==> config.mk <==
export PLATFORM = sky130hd
export DESIGN_NAME = uart_msg_tx_flat
export DESIGN_NICKNAME = d
export VERILOG_FILES = /design/src/rtl/uart_msg_tx_if.sv /design/src/rtl/uart_msg_tx.sv /design/src/flat_wrapper.sv
export SDC_FILE = /design/constraint.sdc
export NUM_CORES = 1
export LEC_CHECK = 0
export CORE_UTILIZATION = 50
export DETAILED_ROUTE_END_ITERATION = 7
export PLACE_DENSITY = 0.71
export SYNTH_ARGS = -nofsm -noshare
export SYNTH_HDL_FRONTEND = slang
export SYNTH_SLANG_ARGS = --single-unit
==> constraint.sdc <==
create_clock -name clk_50M -period 2.7 [get_ports clk_50M]
set_input_delay 0.405 -clock clk_50M [delete_from_list [all_inputs] [get_ports clk_50M]]
set_output_delay 0.405 -clock clk_50M [all_outputs]
set_load 0.01 [all_outputs]
==> src/rtl/uart_msg_tx_if.sv <==
// Byte-write side and serial-line status of the Bluetooth message transmitter.
// The master is the upstream message source; the slave is uart_msg_tx.
interface uart_msg_tx_if #(
  parameter int ADDR_W = 4
) ();
  logic              wr_en;
  logic [7:0]        wr_data;
  logic              fifo_full;
  logic [ADDR_W:0]   fifo_count;
  logic              overflow;
  logic              tx;
  logic              tx_busy;
  logic              tx_done;

  modport master (
    output wr_en, wr_data,
    input  fifo_full, fifo_count, overflow, tx, tx_busy, tx_done
  );

  modport slave (
    input  wr_en, wr_data,
    output fifo_full, fifo_count, overflow, tx, tx_busy, tx_done
  );
endinterface

==> src/rtl/uart_msg_tx.sv <==
// Buffered UART 8N1 transmitter feeding the HC-05 module: a small byte FIFO
// with back-pressure in front of a frame serialiser that sends back-to-back frames.
module uart_msg_tx #(
  parameter int CLKS_PER_BIT = 434,
  parameter int ADDR_W       = 4
) (
  input  logic         clk_50M,
  input  logic         rst_n,
  uart_msg_tx_if.slave bus
);

  localparam int DATA_W = 8;
  localparam int DEPTH  = 2 ** ADDR_W;
  localparam int BAUD_W = (CLKS_PER_BIT > 1) ? $clog2(CLKS_PER_BIT) : 1;
  localparam logic [BAUD_W-1:0] BAUD_LAST = BAUD_W'(CLKS_PER_BIT - 1);
  localparam logic [ADDR_W:0]   FULL_CNT  = (ADDR_W + 1)'(DEPTH);

  typedef enum logic [1:0] {IDLE, START, DATA, STOP} state_t;

  state_t              state, state_d;
  logic [DATA_W-1:0]   mem [DEPTH];
  logic [ADDR_W-1:0]   wr_ptr, rd_ptr;
  logic [ADDR_W:0]     count;
  logic                full, empty, push, pop;
  logic                overflow;
  logic [BAUD_W-1:0]   baud, baud_d;
  logic [2:0]          bit_idx, bit_idx_d;
  logic [DATA_W-1:0]   shift, shift_d;
  logic                tx, tx_d;
  logic                tx_done, tx_done_d;

  // full/empty come from the registered count, so a pop cannot make room
  // for a write in the same cycle.
  assign full  = (count == FULL_CNT);
  assign empty = (count == '0);
  assign push  = bus.wr_en && !full;

  always_ff @(posedge clk_50M) begin
    if (push) mem[wr_ptr] <= bus.wr_data;
  end

  always_ff @(posedge clk_50M or negedge rst_n) begin
    if (!rst_n) begin
      wr_ptr   <= '0;
      rd_ptr   <= '0;
      count    <= '0;
      overflow <= 1'b0;
    end else begin
      if (push) wr_ptr <= wr_ptr + ADDR_W'(1);
      if (pop)  rd_ptr <= rd_ptr + ADDR_W'(1);
      case ({push, pop})
        2'b10:   count <= count + (ADDR_W + 1)'(1);
        2'b01:   count <= count - (ADDR_W + 1)'(1);
        default: count <= count;
      endcase
      if (bus.wr_en && full) overflow <= 1'b1;
    end
  end

  always_ff @(posedge clk_50M or negedge rst_n) begin
    if (!rst_n) begin
      state   <= IDLE;
      tx      <= 1'b1;
      tx_done <= 1'b0;
      baud    <= '0;
      bit_idx <= '0;
    end else begin
      state   <= state_d;
      tx      <= tx_d;
      tx_done <= tx_done_d;
      baud    <= baud_d;
      bit_idx <= bit_idx_d;
    end
  end

  always_ff @(posedge clk_50M) begin
    shift <= shift_d;
  end

  // Every state is entered with baud=0 and left when baud hits BAUD_LAST,
  // which gives each bit exactly CLKS_PER_BIT cycles.
  always_comb begin
    state_d   = state;
    tx_d      = tx;
    tx_done_d = 1'b0;
    baud_d    = baud + BAUD_W'(1);
    bit_idx_d = bit_idx;
    shift_d   = shift;
    pop       = 1'b0;
    case (state)
      IDLE: begin
        baud_d = '0;
        tx_d   = 1'b1;
        if (!empty) begin
          shift_d = mem[rd_ptr];
          pop     = 1'b1;
          tx_d    = 1'b0;
          state_d = START;
        end
      end
      START: begin
        if (baud == BAUD_LAST) begin
          baud_d    = '0;
          tx_d      = shift[0];
          bit_idx_d = '0;
          state_d   = DATA;
        end
      end
      DATA: begin
        if (baud == BAUD_LAST) begin
          baud_d = '0;
          if (bit_idx == 3'd7) begin
            tx_d    = 1'b1;
            state_d = STOP;
          end else begin
            shift_d   = {1'b0, shift[DATA_W-1:1]};
            tx_d      = shift[1];
            bit_idx_d = bit_idx + 3'd1;
          end
        end
      end
      STOP: begin
        if (baud == BAUD_LAST) begin
          baud_d    = '0;
          tx_done_d = 1'b1;
          if (!empty) begin
            // Chain straight into the next start bit so a message has no idle gaps.
            shift_d = mem[rd_ptr];
            pop     = 1'b1;
            tx_d    = 1'b0;
            state_d = START;
          end else begin
            state_d = IDLE;
          end
        end
      end
      default: begin
        state_d = IDLE;
        tx_d    = 1'b1;
        baud_d  = '0;
      end
    endcase
  end

  assign bus.fifo_full  = full;
  assign bus.fifo_count = count;
  assign bus.overflow   = overflow;
  assign bus.tx         = tx;
  assign bus.tx_busy    = (state != IDLE);
  assign bus.tx_done    = tx_done;

endmodule

==> src/flat_wrapper.sv <==
// flat-port wrapper written by rule: the top's interface ports become plain ports
module uart_msg_tx_flat 
#(
  parameter int CLKS_PER_BIT = 434,
  parameter int ADDR_W       = 4
)
  (clk_50M, rst_n, bus_wr_en, bus_wr_data, bus_fifo_full, bus_fifo_count, bus_overflow, bus_tx, bus_tx_busy, bus_tx_done);
  uart_msg_tx_if #(.ADDR_W(ADDR_W)) bus_i ();
  input  logic clk_50M;
  input  logic rst_n;
  input wire logic [$bits(bus_i.wr_en)-1:0] bus_wr_en;
  input wire logic [$bits(bus_i.wr_data)-1:0] bus_wr_data;
  output wire logic [$bits(bus_i.fifo_full)-1:0] bus_fifo_full;
  output wire logic [$bits(bus_i.fifo_count)-1:0] bus_fifo_count;
  output wire logic [$bits(bus_i.overflow)-1:0] bus_overflow;
  output wire logic [$bits(bus_i.tx)-1:0] bus_tx;
  output wire logic [$bits(bus_i.tx_busy)-1:0] bus_tx_busy;
  output wire logic [$bits(bus_i.tx_done)-1:0] bus_tx_done;
  assign bus_i.wr_en = bus_wr_en;
  assign bus_i.wr_data = bus_wr_data;
  assign bus_fifo_full = bus_i.fifo_full;
  assign bus_fifo_count = bus_i.fifo_count;
  assign bus_overflow = bus_i.overflow;
  assign bus_tx = bus_i.tx;
  assign bus_tx_busy = bus_i.tx_busy;
  assign bus_tx_done = bus_i.tx_done;
  uart_msg_tx #(.CLKS_PER_BIT(CLKS_PER_BIT), .ADDR_W(ADDR_W)) u_core (.clk_50M(clk_50M), .rst_n(rst_n), .bus(bus_i));
endmodule
# After elaboration in Yosys (flattened, before gate mapping)
# Memory sizes are Yosys's and may differ from the RTL's.
# Index checks and enable logic that the tools add are counted.
[op_classes]
reduce_logical = 14
add_sub_neg = 6
n_eq_ne = 15
muxes = 33
[ops]
columns = ["operator", "count"]
rows = [
  ["$mux 8", 4],
  ["$pmux 8 s3", 1],
  ["$pmux 9 s2", 1],
  ["$mux 1", 13],
  ["$reduce_and 4->1", 3],
  ["$mux 2", 5],
  ["$pmux 5 s2", 1],
  ["$add 9x1->9 const B", 1],
  ["$eq 9x9->1 const B", 1],
  ["$mux 3", 3],
  ["$mux 9", 1],
  ["$add 4x1->4 const B", 2],
  ["$ne 2x1->1 const B", 4],
  ["$pmux 2 s4", 1],
  ["$eq 2x2->1 const B", 3],
  ["$ne 2x2->1 const B", 3],
  ["$pmux 3 s2", 1],
  ["$reduce_bool 2->1", 3],
  ["$add 5x1->5 const B", 1],
  ["$eq 5x5->1 const B", 1],
  ["$logic_not 5->1", 1],
  ["$reduce_and 5->1", 1],
  ["$sub 5x1->5 const B", 1],
  ["$eq 2x1->1 const B", 2],
  ["other kinds (9)", 10],
]
[totals]
out_inout_bits = 10
reg_bits = 38
mem_bits_rw = 128
memories = 1
in_bits = 11
[mem_list]
columns = ["memory", "words", "width", "rd", "rd_clocked_by_memory_dff", "wr", "line", "rtl"]
rows = [
  ["u_core.mem", 16, 8, 1, 0, 1, "uart_msg_tx.sv:21", "logic [DATA_W-1:0] mem [DEPTH];"],
]

# Logic depth before layout (Yosys ltp)
[logic_depth]
word_depth = 6
mapped_depth = 12
depth_no_buf = 11

# Worst setup path before layout
# Ideal clock, no wire load.
[synth_timing]
path_type = "register to register"
start = "reg u_core.baud[1]"
end = "reg u_core.count[4] (netlist: u_core.bus.fifo_count[4])"
t_required_ps = 2620
stages_incl_launch_ff = 13
t_arrival_ps = 2687
path_slack_ps = -67
synth_period_minus_slack_ps = 2767
path_cell_list = "dfrtp_1 > inv_1 > ha_1 > or4b_1 > buf_2 > o21ai_2 > and3_2 > ha_1 > ha_1 > a21o_1 > a21oi_1 > mux2i_1 > xnor2_1"
[synth_between]
elab_chain_len = 5
[synth_rtl]
columns = ["element", "line", "rtl"]
rows = [
  ["from (decl)", "uart_msg_tx.sv:26", "logic [BAUD_W-1:0] baud, baud_d;"],
  ["from (signal assigned)", "uart_msg_tx.sv:71", "baud <= baud_d;"],
  ["$eq 9x9->1 (*)", "uart_msg_tx.sv:123", "if (baud == BAUD_LAST) begin"],
  ["$mux 1 (*)", "uart_msg_tx.sv:123", ""],
  ["$pmux 1 s2 (*)", "uart_msg_tx.sv:90", "case (state)"],
  ["net u_core.pop", "uart_msg_tx.sv:24", "logic full, empty, push, pop;"],
  ["$eq 2x1->1 or $eq 2x2->1 (tied branches)", "uart_msg_tx.sv:51", "case ({push, pop})"],
  ["$pmux 5 s2 or $reduce_bool 2->1 (tied branches)", "n/a", ""],
  ["to (signal assigned)", "uart_msg_tx.sv:52", "2'b10: count <= count + (ADDR_W + 1)'(1);"],
  ["to (signal assigned)", "uart_msg_tx.sv:53", "2'b01: count <= count - (ADDR_W + 1)'(1);"],
  ["to (signal assigned)", "uart_msg_tx.sv:54", "default: count <= count;"],
  ["to (decl)", "uart_msg_tx.sv:23", "logic [ADDR_W:0] count;"],
]
# The timed path passes the listed nets; every way through them passes the cells marked *.
# A chain may end at the register's enable or synchronous reset.

# Worst setup path in the final report
[layout_timing]
start = "reg u_core.baud[1]"
end = "reg u_core.count[3] (netlist: u_core.bus.fifo_count[3])"
# The elaborated chain is that of the path after synthesis.

==> metrics <==
top-area cell type share of the netlist area=0.584; first-pass GRT wire length=about 21000 microns; pre-CTS setup slack=-0.0125 ns; Post-synth EDFFs=136; CP Launch Type=flop; Placed Area=7630 sq um; antenna violations before repair=0; Syn Inst Count=just over 400; PnR Total Power=between 0.008 and 0.009 W; Worst Path Required=3.01 ns; Starting DRT DRC Count=between 200 and 250; Root Driver=clkbuf_16; Port Buffers=20; H-tree depth=4; vias in the first global route=3903; All-Layer GR Usage=0.197; final wirelength=between 10000 and 15000 microns; Post-synth top cells=136 x edfxtp_1, 30 x mux4_2, 29 x dfrtp_1, 29 x nand2_1, 22 x nor2_1; Max Buffers Root-to-Sink=2; DRC=0; setup ws final=0.0507 ns; Die X=120 microns; WHS=between 0.2 and 0.3 ns; Congestion Overflow GR=0; Row Count=between 40 and 50; Seq cells post-synth=166; Clk pin slew, worst setup/hold paths=approximately 0.070 ns; DIE AREA=14500 sq um; Hold WC Path Type=in2async; via count=between 3000 and 4000; Leak=2.95 nW; upper clock frequency limit=377 MHz; DR pass1 iterations=6; CP max FO=5; Post-synth ARST share=0.181; Worst Tran Pin Value=just over 0.8 ns; hpwl dp=roughly 8500 microns; Fin. Hold Viols=0; ranking of synthesized cells by area=edfxtp_1 58%, dfrtp_1 10%, mux4_2 9.7%; Worst Reg-to-Reg Cells=12; Syn Nets=443; Worst-Skew Late Latency=0.43 ns; Period minus WS final=2.65 ns; Mean Syn Cell Area=16.9 sq um; CP Class=reg2reg; RSZ-0062 raised after global routing=yes; die height=120 microns; Cell Area, Synth=between 6000 and 7000 sq um; max-cap violations=0; Slew HR=0.458; ANT nets after route=0; CTS Buf Count=17; Arrival @ worst endpoint=2.96 ns; Vias/cell=5.69; drt wl/cell=19.5 microns; worst vdd ir=0.615 mV; Core ar.=13500 sq um; starting density of the core=0.520; outcome=finished clean; Tcrit/Tclk final=0.981; largest net degree at the start of global routing=36; TritonCTS Sinks=166; CP Capture Type=flop; most common cell in the netlist=edfxtp_1; placer congestion estimate=0.802; final core utilization=0.616; antenna cells=0; CTS tree=yes; Seq/Total Area, Yosys=0.691; Nets=between 500 and 600; Yosys warning count=0; Layout area overhead=18.5%; post-synth cell types=50; Top Ports=21; ys flop type=edfxtp_1; P per Cell Area=1080 nW/um^2; design area=8290 sq um; Post-CTS Hold Buffers=0; final slew viol count=0; share of cells above drive strength 1=0.237; clk_skew=0.0180 ns; area leader, netlist=edfxtp_1; final setup fails=0; Fill cells=984
power breakdown:
part           total [W]  switching, W  internal (W)
clock network    0.00241       0.00103       0.00138
logic            0.00297       0.00150       0.00147
registers        0.00358      0.000306       0.00327
flip-flops by register name (all words and copies together) (netlist names), 2 cells and up:
register               flops
u_core.baud                9
u_core.bit_idx             3
u_core.bus.fifo_count      5
u_core.mem               128
u_core.rd_ptr              4
u_core.shift               8
u_core.state               2
u_core.wr_ptr              4
final timing paths:
path	start	endpoint	slack, ns
setup / recovery	u_core.baud[1]$_DFF_PN0_	u_core.bus.fifo_count[3]$_DFFE_PN0P_	0.05
max in group asynchronous	rst_n	u_core.bus.overflow$_DFFE_PN0P_	1.69
min in group clk_50M	u_core.bus.overflow$_DFFE_PN0P_	u_core.bus.overflow$_DFFE_PN0P_	0.46
hold reg to reg	u_core.bus.overflow$_DFFE_PN0P_	u_core.bus.overflow$_DFFE_PN0P_	0.46
setup reg to reg	u_core.baud[1]$_DFF_PN0_	u_core.bus.fifo_count[3]$_DFFE_PN0P_	0.05
hold / removal	rst_n	u_core.baud[4]$_DFF_PN0_	0.28
routing by layer:
metal,vias to the layer above,share of wire,track usage
met3,14,0.032,0.0528
met1,1963,0.45,0.259
li1,1722,-,-
met2,62,0.50,0.319
met4,0,0.014,0.0679
met5,-,0,0
cell families (layout without fill, tap and decap cells):
kind of cell             count (synthesis)  after routing  share of synthesized area
flip-flops                             166            166                      0.691
AND/OR/NAND/NOR                         86             86                     0.0606
multiplexers                            52             52                      0.129
AO/OA/AOI/OAI                           47             47                     0.0479
buffers and inverters                   28            100                     0.0177
adder cells (fa/ha/maj)                 19             19                     0.0351
XOR/XNOR                                15             15                     0.0188
what timing repair did:
| action | 4_1_cts | 5_1_grt |
|---|---|---|
| gates cloned | 0 | 0 |
| gates resized for setup | 3 | 8 |
| setup buffers | 0 | 2 |
| setup endpoints to repair | 1 | 1 |
| pin swaps | 0 | 7 |
cell type report:
type	instances	area, sq um	area share
well taps	176	220	0.0266
multi-input cells	219	2100	0.253
clock inverters	15	165	0.0199
inverters	12	45.0	0.00543
flip-flops and latches	166	4840	0.584
clock buffers	17	425	0.0513
repair buffers	56	495	0.0598
critical path, stage by stage (launching register included):
cell,delay [ns]
dfrtp_1,0.39
inv_1,0.06
ha_2,0.15
or4b_4,0.47
o21ai_4,0.15
and3_4,0.22
ha_4,0.17
buf_4,0.13
ha_1,0.22
a21o_1,0.18
a21oi_2,0.17
xor2_1,0.15
o21ai_0,0.08
layout by cell type (no fill, tap or decap), types with 3 or more instances in the layout:
cell type and n:
a21o_1 3, a21oi_1 8, a32o_1 9, and2_1 4, buf_4 34, clkbuf_16 17, clkdlybuf4s50_1 20, dfrtp_1 27
edfxtp_1 136, ha_1 14, ha_4 3, inv_1 9, inv_6 5, mux2i_1 19, mux4_2 30, nand2_1 29
nand2b_1 4, nand3_1 4, nor2_1 22, nor2b_1 4, nor3_1 7, o21ai_0 10, or3_1 3, xnor2_1 11
xor2_1 4
stage by stage:
stage / TNS (ns) / instances
final: 0 / 661
after floorplan: 0 / 413
after global placement: 0 / 627
after CTS: 0 / 659
after detailed placement: -0.0125 / 627
after global routing: -0.121 / 661
Note: power is estimated with default switching activity, not from simulation.
==> RTL edit 1, RTL diff (same flow settings) <==
`ADDR_W` is set to 4 in 3 places; all go to 6.
--- a/src/rtl/uart_msg_tx_if.sv
+++ b/src/rtl/uart_msg_tx_if.sv
@@ -3,3 +3,3 @@
 interface uart_msg_tx_if #(
-  parameter int ADDR_W = 4
+  parameter int ADDR_W = 6
 ) ();
--- a/src/rtl/uart_msg_tx.sv
+++ b/src/rtl/uart_msg_tx.sv
@@ -4,3 +4,3 @@
   parameter int CLKS_PER_BIT = 434,
-  parameter int ADDR_W       = 4
+  parameter int ADDR_W       = 6
 ) (
--- a/src/flat_wrapper.sv
+++ b/src/flat_wrapper.sv
@@ -4,3 +4,3 @@
   parameter int CLKS_PER_BIT = 434,
-  parameter int ADDR_W       = 4
+  parameter int ADDR_W       = 6
 )
Ports: changed (resized bus_fifo_count); port bits go from 21 to 23. No check against the original RTL was run, so the function may have changed too.
==> RTL edit 1 against the original RTL <==
- synthesized area increased to 3.2 times the old value
- total power increased by 110%
- sequential cell count is 390 higher
- critical path type unchanged
- cell area grew to 3.2 times the old value
- sequential share of layout area rose by 4.5 points
- largest cell class unchanged
- worst setup slack better by 3.6 ps
- routed wire length grew to 4.1 times the old value
- fmax up 0.14%
==> RTL edit 1: results (changes against the original RTL) <==
[run_status]
outcome=finished, final reports clean

[synthesis]
synthTopCellsByCount=sky130_fd_sc_hd__edfxtp_1, sky130_fd_sc_hd__mux2i_1, sky130_fd_sc_hd__nor2_1
async_flop_share=0.0647  ; -0.116
synth_cell_types=61  ; +22%
netlist_instances=1269  ; +210%
synth_area_leaders=sky130_fd_sc_hd__edfxtp_1, sky130_fd_sc_hd__mux4_2, sky130_fd_sc_hd__mux2i_1, sky130_fd_sc_hd__dfrtp_1, sky130_fd_sc_hd__nor2_1

[setup_path]
worst-r2r-cell-count=6  ; -6
critical-path-top-delay-family=compound AO/OA/AOI/OAI gates
crit_path_max_fanout=26  ; +21
start_of_the_worst_register_to_register_path=u_core.rd_ptr[0]
cpPeakStageDelay_ps=640  ; +170 ps

[final_layout]
reg_top3=u_core.mem (512), u_core.baud (9), u_core.shift (8)

[grt]
grt_util_met3=0.0389  ; -0.0140
maximum_number_of_pins_on_one_net_before_global_route_repair=55  ; +53%
tot_gr_track_use=0.232  ; +0.0347
grt_pass1_wl_mm=78.8  ; +280%

[placed_design]
io_buffer_count=22  ; +10%
hpwlAfterDp_mm=34.0  ; +300%

[cts]
cts_inserted_buffers=55  ; +38
cts.htree.levels=2  ; -2
insertion_delay_ps=620  ; +190 ps

[detailed_routing]
met2RoutedLength_mm=25.0  ; +290%
met1_wl_mm=21.9  ; +270%
vias_per_cell=5.95  ; +4.6%
initialDrtViolationCount=1614  ; +570%
routed-wl-met3_mm=4.04  ; +870%

[power]
power.leakage_nw=8.99  ; +210%
power_density_nw_per_um2=730  ; -32%

[timing]
skew_ps=17.9  ; -0.106 ps

==> RTL edit 1: worst max path at each step <==
| stage | from | to | cells after the start | slack (ps) |
|---|---|---|---|---|
| after floorplan | u_core.baud[1] | u_core.bus.fifo_count[5] | 12 | -80 |
| after global placement | bus_wr_en | u_core.bus.fifo_count[6] | 11 | -30 |
| after detailed placement | u_core.baud[1] | u_core.bus.fifo_count[5] | 12 | -90 |
| after CTS | u_core.baud[1] | u_core.bus.fifo_count[5] | 12 | 0.06 |
| after global routing | u_core.baud[1] | u_core.bus.fifo_count[5] | 12 | -60 |
| final | u_core.rd_ptr[0] | u_core.shift[5] | 6 | 50 |
==> RTL edit 1: layout make-up <==
class / instances / area (µm²)
Multi-Input combinational cell: 635 / 5630
Sequential cell: 556 / 16500
Inverter: 13 / 48.8
Fill cell: 3246 / 18000
Clock buffer: 79 / 1510
Timing Repair Buffer: 189 / 1580
Clock inverter: 24 / 272
Tap cell: 592 / 741
==> RTL edit 1: kinds of logic (layout without fill, tap and decap cells) <==
kind of cell    Yosys count  after routing  synth area share
flops                   556            556             0.735
fa+ha+maj                18             18            0.0104
simple gates            234            234            0.0489
buf+inv                  78            305            0.0180
mux                     215            215             0.135
compound gates          148            148            0.0450
xor+xnor                 20             20           0.00779
==> RTL edit 1: through the flow <==
step | TNS (ps) | hold WS (ps) | setup slack [ps] | instance area, µm²
after global placement | -29.7 | 445 | -26.2 | 24500
after global routing | -99.3 | 183 | -59.0 | 26300
after detailed placement | -132 | 453 | -94.2 | 24500
after CTS | 0 | 177 | 0.0580 | 26300
after floorplan | -133 | 109 | -81.6 | 22500
final | 0 | 193 | 54.3 | 26300
==> RTL edit 1: where the power goes <==
group,internal (mW),switching [mW]
Sequential,9.79,0.232
Combinational,0.660,0.970
Clock,4.37,3.17
Total,14.8,4.37
==> RTL edit 2, RTL diff (same flow settings) <==
Without the edit above. The 4 states of `state_t` get a one-hot encoding in 4 bits.
--- a/src/rtl/uart_msg_tx.sv
+++ b/src/rtl/uart_msg_tx.sv
@@ -17,3 +17,3 @@
 
-  typedef enum logic [1:0] {IDLE, START, DATA, STOP} state_t;
+  typedef enum logic [3:0] {IDLE = 4'b0001, START = 4'b0010, DATA = 4'b0100, STOP = 4'b1000} state_t;
 
Function: no difference found for any inputs over 10 cycles, from zero or initial values and one cycle with rst_n low; not proved beyond that.
==> RTL edit 2 against the original RTL <==
- clock power is essentially flat
- cell area grew 0.17%
- sequential cell count grew 2
- synthesized area grew 1.1%
- non-clock buffer count shrank 1
- worst setup slack gained 140 ps
- routed wire length grew 4.0%
- total power shrank 2.5%
- final cell count shrank 1.5%
- utilization shrank 1.6 points
==> RTL edit 2: results (changes against the original RTL) <==
[synthesis]
ys_dominant_reg_cell=sky130_fd_sc_hd__edfxtp_1
async_flop_share=0.190  ; +0.00975
yosysWarningCount=0  ; unchanged
synth_edf_count=136  ; unchanged
syn-num-nets=430  ; -2.9%
yosysSeqAreaShare=0.691  ; about the same
synthTopCellsByCount=sky130_fd_sc_hd__edfxtp_1, sky130_fd_sc_hd__mux4_2, sky130_fd_sc_hd__dfrtp_1, sky130_fd_sc_hd__nor2_1, sky130_fd_sc_hd__mux2i_1
synth_cell_types=52  ; +4.0%
synth_area_leaders=sky130_fd_sc_hd__edfxtp_1, sky130_fd_sc_hd__dfrtp_1, sky130_fd_sc_hd__mux4_2, sky130_fd_sc_hd__mux2i_1, sky130_fd_sc_hd__ha_1

[detailed_routing]
dr_vias=3726  ; -0.93%
routed_wl_mm=13.4  ; +4.0%
drt-pass1-iter-count=5  ; -1
initialDrtViolationCount=352  ; +47%

[timing]
skew_ps=12.8  ; -5.12 ps
slew_at_the_pin_closest_to_its_max_slew_limit_ps=623  ; -191 ps
whs_ps=383  ; +103 ps

[final_layout]
reg_top3=u_core.mem (128), u_core.baud (9), u_core.shift (8)
antenna_cells=0  ; unchanged
drive_above_1_share=0.251  ; +0.0134
filler_cell_count=973  ; -1.1%
design.final.nets=482  ; -4.0%

[placed_design]
hpwlAfterDp_mm=8.82  ; +3.6%
io_buffer_count=20  ; unchanged
gpl.final_weighted_congestion=0.796  ; -0.74%
detailed_place.area_um2=7690  ; +0.80%

[grt]
initial_antenna_violation_count=0  ; unchanged
maximum_number_of_pins_on_one_net_before_global_route_repair=36  ; unchanged
tot_gr_track_use=0.204  ; +0.00654
grt_pass1_wl_mm=21.2  ; +1.8%
via_count_of_the_first_global_routing_pass=3827  ; -1.9%

[cts]
number_of_setup_buffers_added_after_cts=0  ; unchanged
insertion_delay_ps=430  ; about the same
ctsRootBufferMaster=sky130_fd_sc_hd__clkbuf_16
cts_inserted_buffers=17  ; unchanged
cts.htree.levels=4  ; unchanged
clkSlewWorstSetupHoldPaths_ps=60
cts_resized=0  ; -3
ctsLongestPathBuffers=2  ; unchanged

[setup_path]
worst-r2r-cell-count=11  ; -1
cpPeakStageDelay_ps=610  ; +140 ps
crit_path_top_delay_cell=sky130_fd_sc_hd__dfstp_2
r2r_end=u_core.bus.fifo_count[2]
r2r_setup_slack_ps=210  ; +160 ps
critical-path-top-delay-family=buffers and inverters
data_arrival_time_of_the_critical_path_ps=2110  ; -850 ps
start_of_the_worst_register_to_register_path=u_core.baud[0]
crit_path_max_fanout=7  ; +2

[hold_path]
hold_path_class=in2async

[power]
power_switching_mw=2.63  ; -7.1%
irDropWorstVdd_uv=583  ; -5.2%
power.leakage_nw=2.95  ; unchanged

[run_status]
outcome=finished, final reports clean

[RTL edit 2: cell types whose count changed in the layout (fill, tap and decap cells not counted), sizes merged, moves of 3 or more]
cell      before  now
nand2         29    9
a22o           0    9
a32o           9    0
nor2          22   31
inv           18   11
ha            18   12
nor4b          0    6
xor2           4    9
a21oi         10    6
and2           4    1
clkinvlp       1    4
mux2i         19   22
mux4          30   33
xnor2         11    8
[RTL edit 2: per-stage QoR]
step | power (mW) | worst slack (ps) | std cells | utilization
3_3_place_gp | 6.28 | 209 | 620 | 0.556
4_1_cts | 8.78 | 119 | 651 | 0.599
6_report | 8.73 | 186 | 651 | 0.600
5_1_grt | 9.17 | 40.7 | 651 | 0.600
3_5_place_dp | 6.38 | 135 | 620 | 0.556
2_1_floorplan | 5.47 | 11.0 | 407 | -
[RTL edit 2: power groups by stage]
stage,Sequential [mW],Combinational [mW],Clock [mW]
3_5_place_dp,3.66,2.72,0
3_3_place_gp,3.63,2.65,0
4_1_cts,3.61,2.74,2.43
5_1_grt,3.65,2.97,2.55
2_1_floorplan,3.50,1.97,0
6_report,3.61,2.72,2.41
[RTL edit 2: how the worst max path moves through the flow]
stage | start | cells past startpoint | endpoint
6_report | u_core.state[0] | 4 | bus_tx_busy
5_1_grt | u_core.baud[0] | 11 | u_core.bus.fifo_count[4]
3_5_place_dp | u_core.baud[0] | 11 | u_core.bus.fifo_count[4]
3_3_place_gp | u_core.baud[0] | 11 | u_core.bus.fifo_count[4]
4_1_cts | u_core.baud[0] | 11 | u_core.bus.fifo_count[4]
2_1_floorplan | u_core.baud[0] | 12 | u_core.bus.fifo_count[4]
[RTL edit 2: area by class of cell]
class	instances	area, µm²	area share
clock buffers	18	429	0.0517
well taps	180	225	0.0271
repair buffers	55	488	0.0588
multi-input cells	207	2080	0.250
flip-flops and latches	168	4890	0.589
inverters	10	37.5	0.00452
clock inverters	13	155	0.0187
[RTL edit 2: routing by layer]
metal | vias up | wire [µm] | track usage
met4 | 0 | 172 | 0.0833
met3 | 13 | 874 | 0.0503
met5 | - | 0 | 0
met1 | 1895 | 5470 | 0.261
met2 | 120 | 6910 | 0.333
li1 | 1698 | - | -
[RTL edit 2: cells by family (layout without fill, tap and decap cells)]
| logic type | count (synthesis) | count (layout) | share of synthesized area |
|---|---|---|---|
| AOI/OAI and AO/OA | 37 | 37 | 0.0373 |
| xor gates and xnor gates | 17 | 17 | 0.0210 |
| adders and majority gates | 12 | 12 | 0.0212 |
| buffers and inverters | 32 | 96 | 0.0207 |
| DFF | 168 | 168 | 0.691 |
| muxes | 59 | 59 | 0.143 |
| and+or+nand+nor | 82 | 82 | 0.0663 |
